File: config.mk
export PLATFORM = sky130hd
export DESIGN_NAME = mem_bus_arbiter
export DESIGN_NICKNAME = d
export VERILOG_FILES = /design/src/rtl/mem_arb_pkg.sv /design/src/rtl/arb_watchdog.sv /design/src/rtl/mem_bus_arbiter.sv
export SDC_FILE = /design/constraint.sdc
export NUM_CORES = 1
export LEC_CHECK = 0
export ABC_CLOCK_PERIOD_IN_PS = 3400
export CAP_MARGIN = 10
export CORE_AREA = 2 2 287 289
export CTS_CLUSTER_SIZE = 25
export DETAILED_ROUTE_END_ITERATION = 12
export DIE_AREA = 0 0 289 291
export GPL_TIMING_DRIVEN = 0
export PLACE_DENSITY_LB_ADDON = 0.08
export SLEW_MARGIN = 20
export SYNTH_ARGS = -nofsm -noshare
export SYNTH_HDL_FRONTEND = slang
export SYNTH_SLANG_ARGS = --single-unit
File: constraint.sdc
create_clock -name clk -period 3.4 [get_ports clk]
set_input_delay 0.34 -clock clk [delete_from_list [all_inputs] [get_ports clk]]
set_output_delay 0.34 -clock clk [all_outputs]
set_load 0.01 [all_outputs]
File: src/rtl/mem_arb_pkg.sv
// Shared types for the memory bus arbiter.
// FSM states, grant IDs and default widths.
package mem_arb_pkg;

  typedef enum logic [2:0] {
    IDLE,
    GRANT_I,
    GRANT_D,
    RESP_I,
    RESP_D
  } arb_state_t;

  localparam logic GNT_I = 1'b0;
  localparam logic GNT_D = 1'b1;

  localparam int ADDR_W_DEF = 28;
  localparam int DATA_W_DEF = 128;

endpackage

File: src/rtl/arb_watchdog.sv
// Saturating grant-time counter with a sticky timeout flag.
// Ports: i_clr restarts the count, i_en advances it, o_err is sticky.
module arb_watchdog #(
  parameter int TIMEOUT = 1023
) (
  input  logic clk,
  input  logic rst_n,
  input  logic i_clr,
  input  logic i_en,
  output logic o_err
);

  localparam int CW = (TIMEOUT > 0) ? $clog2(TIMEOUT + 1) : 1;
  localparam logic [CW-1:0] LIM = CW'(TIMEOUT);

  logic [CW-1:0] r_cnt;
  logic          r_err;
  logic          w_sat;
  logic          w_hit;

  // TIMEOUT of zero leaves the counter pinned and the flag clear.
  assign w_sat = (r_cnt == LIM);
  assign w_hit = (TIMEOUT != 0) && (r_cnt == LIM - 1'b1);

  always_ff @(posedge clk or negedge rst_n) begin
    if (!rst_n) begin
      r_cnt <= '0;
      r_err <= 1'b0;
    end else begin
      if (i_clr) begin
        r_cnt <= '0;
      end else if (i_en && !w_sat) begin
        r_cnt <= r_cnt + 1'b1;
      end
      // Flag sets on the same edge the count lands on TIMEOUT.
      if (!i_clr && i_en && w_hit) begin
        r_err <= 1'b1;
      end
    end
  end

  assign o_err = r_err;

endmodule

File: src/rtl/mem_bus_arbiter.sv
// Round-robin arbiter sharing one memory port between I and D refill.
// Ports: I/D request sides, memory command side, busy, timeout_err.
module mem_bus_arbiter
  import mem_arb_pkg::*;
#(
  parameter int ADDR_W  = ADDR_W_DEF,
  parameter int DATA_W  = DATA_W_DEF,
  parameter int TIMEOUT = 1023
) (
  input  logic              clk,
  input  logic              rst_n,
  input  logic              i_req,
  input  logic [ADDR_W-1:0] i_addr,
  output logic [DATA_W-1:0] i_rdata,
  output logic              i_ready,
  input  logic              d_read,
  input  logic              d_write,
  input  logic [ADDR_W-1:0] d_addr,
  input  logic [DATA_W-1:0] d_wdata,
  output logic [DATA_W-1:0] d_rdata,
  output logic              d_ready,
  output logic              mem_read,
  output logic              mem_write,
  output logic [ADDR_W-1:0] mem_addr,
  output logic [DATA_W-1:0] mem_wdata,
  input  logic [DATA_W-1:0] mem_rdata,
  input  logic              mem_ready,
  output logic              busy,
  output logic              timeout_err
);

  arb_state_t        r_state;
  arb_state_t        w_state;
  logic              r_last;
  logic              w_last;
  logic              r_mem_read;
  logic              w_mem_read;
  logic              r_mem_write;
  logic              w_mem_write;
  logic [ADDR_W-1:0] r_mem_addr;
  logic [ADDR_W-1:0] w_mem_addr;
  logic [DATA_W-1:0] r_mem_wdata;
  logic [DATA_W-1:0] w_mem_wdata;
  logic [DATA_W-1:0] r_i_rdata;
  logic [DATA_W-1:0] w_i_rdata;
  logic [DATA_W-1:0] r_d_rdata;
  logic [DATA_W-1:0] w_d_rdata;
  logic              r_i_ready;
  logic              w_i_ready;
  logic              r_d_ready;
  logic              w_d_ready;
  logic              r_busy;
  logic              w_busy;
  logic              w_any_d;
  logic              w_pick_d;
  logic              w_wd_clr;
  logic              w_wd_en;
  logic              w_in_grant;

  assign w_any_d = d_read | d_write;

  // D wins when alone, or on a conflict when I was served last.
  assign w_pick_d = w_any_d && (!i_req || (r_last == GNT_I));

  assign w_in_grant = (r_state == GRANT_I) || (r_state == GRANT_D);
  assign w_wd_en    = w_in_grant && !mem_ready;

  always_comb begin
    w_state     = r_state;
    w_last      = r_last;
    w_mem_read  = r_mem_read;
    w_mem_write = r_mem_write;
    w_mem_addr  = r_mem_addr;
    w_mem_wdata = r_mem_wdata;
    w_i_rdata   = r_i_rdata;
    w_d_rdata   = r_d_rdata;
    w_i_ready   = 1'b0;
    w_d_ready   = 1'b0;
    w_wd_clr    = 1'b0;
    unique case (r_state)
      IDLE: begin
        if (w_pick_d) begin
          w_state     = GRANT_D;
          w_last      = GNT_D;
          // Write-back outranks a simultaneous read.
          w_mem_write = d_write;
          w_mem_read  = !d_write;
          w_mem_addr  = d_addr;
          w_mem_wdata = d_wdata;
          w_wd_clr    = 1'b1;
        end else if (i_req) begin
          w_state     = GRANT_I;
          w_last      = GNT_I;
          w_mem_write = 1'b0;
          w_mem_read  = 1'b1;
          w_mem_addr  = i_addr;
          w_wd_clr    = 1'b1;
        end
      end
      GRANT_I: begin
        if (mem_ready) begin
          w_state     = RESP_I;
          w_mem_read  = 1'b0;
          w_mem_write = 1'b0;
          w_i_rdata   = mem_rdata;
          w_i_ready   = 1'b1;
        end
      end
      GRANT_D: begin
        if (mem_ready) begin
          w_state     = RESP_D;
          w_mem_read  = 1'b0;
          w_mem_write = 1'b0;
          if (r_mem_read) begin
            w_d_rdata = mem_rdata;
          end
          w_d_ready   = 1'b1;
        end
      end
      RESP_I: w_state = IDLE;
      RESP_D: w_state = IDLE;
      default: begin
        w_state     = IDLE;
        w_mem_read  = 1'b0;
        w_mem_write = 1'b0;
      end
    endcase
    w_busy = (w_state != IDLE);
  end

  always_ff @(posedge clk or negedge rst_n) begin
    if (!rst_n) begin
      r_state     <= IDLE;
      r_last      <= GNT_I;
      r_mem_read  <= 1'b0;
      r_mem_write <= 1'b0;
      r_mem_addr  <= '0;
      r_mem_wdata <= '0;
      r_i_rdata   <= '0;
      r_d_rdata   <= '0;
      r_i_ready   <= 1'b0;
      r_d_ready   <= 1'b0;
      r_busy      <= 1'b0;
    end else begin
      r_state     <= w_state;
      r_last      <= w_last;
      r_mem_read  <= w_mem_read;
      r_mem_write <= w_mem_write;
      r_mem_addr  <= w_mem_addr;
      r_mem_wdata <= w_mem_wdata;
      r_i_rdata   <= w_i_rdata;
      r_d_rdata   <= w_d_rdata;
      r_i_ready   <= w_i_ready;
      r_d_ready   <= w_d_ready;
      r_busy      <= w_busy;
    end
  end

  arb_watchdog #(
    .TIMEOUT (TIMEOUT)
  ) u_wd (
    .clk   (clk),
    .rst_n (rst_n),
    .i_clr (w_wd_clr),
    .i_en  (w_wd_en),
    .o_err (timeout_err)
  );

  assign i_rdata   = r_i_rdata;
  assign i_ready   = r_i_ready;
  assign d_rdata   = r_d_rdata;
  assign d_ready   = r_d_ready;
  assign mem_read  = r_mem_read;
  assign mem_write = r_mem_write;
  assign mem_addr  = r_mem_addr;
  assign mem_wdata = r_mem_wdata;
  assign busy      = r_busy;

endmodule

==> flow_summary.ini, run 1 <==
[timing]
holdWs_ps = 204
slew-limit-headroom = 0.643
fmax_ghz = 0.509
setup_viol = 0
fin_crit_ps = 1970
drv_slew = 0
worst_slew_pin_slew_ps = 536
skew_ps = 12.5
hold_viol = 0
rsz0062_at_grt = false
fin_crit_sh = 0.578

[run]
maxCapViolations = 0

[power_and_ir_drop]
power.internal_w = 0.0186
powerDensity_nw_per_um2 = 977
clkPwrFrac = 0.213
netSwitchingFraction = 0.315
power_switching_w = 0.00855
power_frac_seq = 0.332
ir_drop_mv = 0.358
comb_power_share = 0.455
power_leakage_nw = 11.9

[drt]
drt-total-wl_um = 62500
first_pass_iters = 4
dr_total_vias = 11700
antenna_left = 0
via_per_inst = 3.94
drt_iter0_drc = 312
route.detailed.drc = 0
wl_per_cell_um = 21.1

[floorplanning]
rows = 105
initial_core_util = 0.211
core_um2 = 81200
die_h_um = 291
fp.dieW_um = 289
io_pins = 736
die_area_um2 = 84100

[clock_network]
clock_latency_ps = 600
clkSinkCount = 432
numCtsBuffers = 56
cts-root-buf = clkbuf_16
cts_setup_buffers = 0
clockBufferDepth = 3
htreeDepth = 2
cts_tree = done
clkTransAtPathRegs_ps = 60

[global_route]
antenna_found_initial = 7
grt.total_usage = 0.145
grt_pass1_vias = 12600
grt_start_max_net_pins = 89
grt_pass1_wl_um = 89700
grt_overflow_total = 0

[final_layout]
nets = 2158
layout-drive-gt1-share = 0.284
layout_common_cells = clkdlybuf4s50_1 (734), dfrtp_1 (432), mux2_2 (284)
area_delta_synth_final_pct = 62.1
nFillCells = 7966
fin_util = 0.342
fin_area_um2 = 27800
final_common_cell = clkdlybuf4s50_1

[critical_path]
cp.required_ps = 3880
crit_path_start_kind = register
path_max_fanout = 10
critical_path_class = reg2reg
arrival_ps = 2440
crit_path_end_kind = register

[placed_design]
gp_congestion = 0.776
io_buffers = 735
place_area_um2 = 26000
dpl.hpwl_um = 47900

[yosys]
syn_avg_cell_area_um2 = 16.5
ys_seq_area_frac = 0.631
synth_fp_nets = 1359
ys_async_sr_fraction = 1.00
yosys_warnings = 0
ys_seq_elements = 432
synth-edff-count = 0
ys.flop_type = dfrtp_1
netlist_instances = 1039
synth_cell_types = 41
synthesis.area_um2 = 17100

[status]
status = finished clean

[min_path]
hp-class = in2async
power by group through the flow:
stage,sequential (W),combinational (W),clock [W]
2_1_floorplan,0.0101,0.00420,0
3_3_place_gp,0.00907,0.0126,0
3_5_place_dp,0.00909,0.0126,0
4_1_cts,0.00904,0.0127,0.00602
5_1_grt,0.00935,0.0131,0.00626
6_report,0.00901,0.0124,0.00577
cells by family after synthesis:
logic type	after synthesis	share of synthesized area
AOI/OAI and AO/OA	56	0.0199
adders and majority gates	2	0.00146
xor gates and xnor gates	1	0.00161
and+or+nand+nor	75	0.0239
buffers and inverters	59	0.0305
muxes	414	0.292
DFF	432	0.631
area by class of cell:
| type | instances | area (µm²) | area share |
|---|---|---|---|
| Clock buffer | 87 | 1670 | 0.0601 |
| Buffer | 56 | 512 | 0.0184 |
| Tap cell | 1070 | 1340 | 0.0482 |
| Sequential cell | 432 | 10800 | 0.389 |
| Timing Repair Buffer | 741 | 7510 | 0.270 |
| Inverter | 3 | 11.3 | 0.000405 |
| Clock inverter | 15 | 116 | 0.00419 |
| Multi-Input combinational cell | 548 | 5800 | 0.209 |
| Antenna cell | 4 | 10.0 | 0.000360 |
Yosys cell counts (all sizes together), types with 2 or more instances:
library cell | number | share of area
clkbuf | 5 | 0.0011
a31o | 3 | 0.0015
o31ai | 2 | 0.00088
o21ai | 33 | 0.0096
nor2b | 2 | 0.00073
nand3 | 4 | 0.0012
or4 | 2 | 0.00088
and3 | 2 | 0.00073
ha | 2 | 0.0015
nor2 | 5 | 0.0011
a41o | 3 | 0.0018
mux2i | 30 | 0.018
nand2 | 41 | 0.0090
mux2 | 384 | 0.27
nand2b | 4 | 0.0015
dfrtp | 432 | 0.63
a31oi | 3 | 0.0011
buf | 51 | 0.029
nand4b | 2 | 0.0019
inv | 3 | 0.00066
a21oi | 5 | 0.0015
nor3 | 8 | 0.0039
critical path: stages (launching register included):
cell and delay, ps:
dfrtp_1 410, buf_6 180, nand2_1 90, nor3_2 190
buf_4 350, buf_6 250, mux2_2 360
registers in the layout, indices dropped and copies added (netlist names), 3 cells and up:
| register | cells |
|---|---|
| r_state | 3 |
| i_rdata | 128 |
| u_wd.r_cnt | 10 |
| mem_addr | 28 |
| mem_wdata | 128 |
| d_rdata | 128 |
per-layer routing:
metal / up-vias / track usage / share of wire
li1: 5296 / - / -
met1: 5916 / 0.153 / 0.36
met2: 352 / 0.273 / 0.55
met3: 84 / 0.0438 / 0.069
met4: 6 / 0.0440 / 0.024
met5: - / 0 / 0.00054
worst paths after layout:
check                                 end    startpoint  depth (start not counted)  slack (ps)
hold / removal              mem_wdata[60]         rst_n                          2         200
setup / recovery             i_rdata[113]    r_state[0]                          6        1430
hold reg to reg               mem_addr[0]   mem_addr[0]                          2         480
min in group clk           mem_wdata[122]  d_wdata[122]                          2         350
setup reg to reg             i_rdata[113]    r_state[0]                          6        1430
max in group asynchronous    mem_addr[17]         rst_n                          5        1550
stage by stage:
stage,std cells,setup TNS (ps),power (W),setup slack [ps]
after floorplan,1039,0,0.0143,1810
after global placement,2844,-8184220,0.0217,-19050
after detailed placement,2849,0,0.0217,822
after CTS,2952,0,0.0277,1350
after global routing,2956,0,0.0287,1260
final,2956,0,0.0271,1430
what timing repair did:
| action | CTS | global route |
|---|---|---|
| resized for setup | 0 | 0 |
| hold buffers | 1 | 0 |
| endpoints found under the hold margin | 110 | 0 |
(Power assumes the default switching activity.)
==> run 2: changes to the inputs <==
--- a/config.mk
+++ b/config.mk
@@ -5,12 +5,12 @@
 export SDC_FILE = /design/constraint.sdc
 export NUM_CORES = 1
 export LEC_CHECK = 0
-export ABC_CLOCK_PERIOD_IN_PS = 3400
+export ABC_CLOCK_PERIOD_IN_PS = 2009
 export CAP_MARGIN = 10
-export CORE_AREA = 2 2 287 289
+export CORE_AREA = 2 2 288 290
 export CTS_CLUSTER_SIZE = 25
 export DETAILED_ROUTE_END_ITERATION = 12
-export DIE_AREA = 0 0 289 291
+export DIE_AREA = 0 0 290 292
 export GPL_TIMING_DRIVEN = 0
 export PLACE_DENSITY_LB_ADDON = 0.08
 export SLEW_MARGIN = 20
==> constraint.sdc (replaced) <==
create_clock -name clk -period 2.01 [get_ports clk]
set_input_delay 0.201 -clock clk [delete_from_list [all_inputs] [get_ports clk]]
set_output_delay 0.201 -clock clk [all_outputs]
set_load 0.01 [all_outputs]
==> flow_summary.ini, run 2 (synthesis results as in run 1) <==
[status]
status = finished clean

[power_and_ir_drop]
power_leakage_nw = 11.9
powerDensity_nw_per_um2 = 1650
power_w = 0.0458
ir_drop_mv = 0.660

[global_route]
grt_start_max_net_pins = 93
grt_pass1_vias = 13000
grt_pass1_wl_um = 94000
grt_overflow_total = 0
antenna_found_initial = 10
grt.total_usage = 0.150

[clock_network]
cts-root-buf = clkbuf_16
clockBufferDepth = 3
numCtsBuffers = 55
clkSinkCount = 432
clkTransAtPathRegs_ps = 60
cts_tree = done
clock_latency_ps = 590
htreeDepth = 2
cts_setup_buffers = 0

[placed_design]
io_buffers = 735
place_ws_ps = -466
dpl.hpwl_um = 49900
gp_congestion = 0.747

[floorplanning]
die_area_um2 = 84700
core_um2 = 81600
die_h_um = 292
initial_core_util = 0.210
fp.dieW_um = 290
rows = 105
io_pins = 736

[critical_path]
cp.required_ps = 2460
slowest_delay_ps = 400
critical_path_class = reg2reg
worst_path_max_delay_cell = dfrtp_1
cpMostUsedCell = buf_6
reg2reg_setup_slack_ps = 100
crit_path_start_kind = register
r2r_end = i_rdata[42]
arrival_ps = 2360
crit_path_end_kind = register
r2r_start = r_state[0]
cp_cell_sequence = buf_6, nand2_1, nor3_4, buf_6, buf_6, mux2_2
path_max_fanout = 10
ff2ff_path_depth = 6

[drt]
first_pass_iters = 4
dr_total_vias = 11700
drt-total-wl_um = 64700
antenna_left = 0
route.detailed.drc = 0
via_per_inst = 3.97
wl_per_cell_um = 21.9
drt_iter0_drc = 325

[timing]
rsz0062_at_grt = true
slew-limit-headroom = 0.662
fmax_ghz = 0.524
fin_setup_tns_ps = 0
skew_ps = 27.0
worst_slew_pin_slew_ps = 507
fin_crit_sh = 0.949
setup_viol = 0
drv_slew = 0
hold_viol = 0
fin_crit_ps = 1910
fin_ws_ps = 102

[final_layout]
layout_common_cells = clkdlybuf4s50_1 (734), dfrtp_1 (432), mux2_2 (284)
layout-drive-gt1-share = 0.285
nets = 2156
fin_util = 0.340
final_common_cell = clkdlybuf4s50_1
area_delta_synth_final_pct = 62.0

[min_path]
hp-class = in2async

[run]
maxCapViolations = 0
run 2: changes by cell type in the layout (fill, tap and decap cells not counted):
cell | before | now
clkbuf_8 | 13 | 16
nor3_2 | 1 | 0
diode_2 | 4 | 7
clkbuf_2 | 0 | 1
clkbuf_1 | 22 | 16
buf_4 | 5 | 3
clkbuf_4 | 0 | 3
buf_2 | 10 | 7
clkbuf_16 | 57 | 55
inv_6 | 2 | 1
nor3_4 | 2 | 3
buf_6 | 36 | 38
clkinv_4 | 1 | 0
clkinvlp_4 | 2 | 1
run 2: report_power, final:
group / leakage (nW) / switching, W / total [W] / internal [W]
registers: 5.23 / 0.00225 / 0.0152 / 0.0130
clock network: 0.862 / 0.00386 / 0.00956 / 0.00570
logic: 5.84 / 0.00837 / 0.0210 / 0.0127
total: 11.9 / 0.0145 / 0.0458 / 0.0314
run 2: cell type report:
class	instances	area, µm²
plain buffers	55	524
repair buffers	741	7510
clock inverters	12	91.3
multi-input cells	548	5810
diodes	7	17.5
inverters	3	11.3
well taps	1070	1340
clock buffers	84	1650
flip-flops and latches	432	10800
fillers	8005	53800
run 2: worst max path at each step:
stage	from	to	slack (ps)	depth (start not counted)
2_1_floorplan	r_state[0]	i_rdata[100]	420	6
6_report	r_state[0]	i_rdata[42]	100	6
4_1_cts	r_state[2]	mem_addr[11]	10	6
3_5_place_dp	i_req	mem_addr[17]	-470	7
5_1_grt	r_state[0]	i_rdata[46]	-30	6
3_3_place_gp	rst_n	mem_wdata[44]	-20480	1
run 2: critical path, delay by kind of cell (launching register included):
family | cells | cell delay (ps)
buf+inv | 3 | 670
flops | 1 | 400
mux | 1 | 350
simple gates | 2 | 340
run 2: layer usage:
layer / part of all wire / up-vias / track usage
met5: 0.00032 / - / 0
met4: 0.030 / 4 / 0.0561
met3: 0.062 / 90 / 0.0443
met2: 0.54 / 369 / 0.278
met1: 0.37 / 5945 / 0.161
li1: - / 5310 / -
run 2: repair_timing:
action,in CTS,in global routing
hold buffers,1,0
setup endpoints to repair,112,144
hold endpoints to repair,252,0
gates cloned,0,0
resized for setup,4,3
run 2: per-stage QoR:
stage / cell area, µm² / hold slack, ps / std cells
floorplan: 17100 / -94.6 / 1039
global placement: 25800 / 464 / 2844
finish: 27800 / 113 / 2952
detailed placement: 26000 / 139 / 2849
global route: 27800 / 142 / 2952
CTS: 27700 / 89.1 / 2946
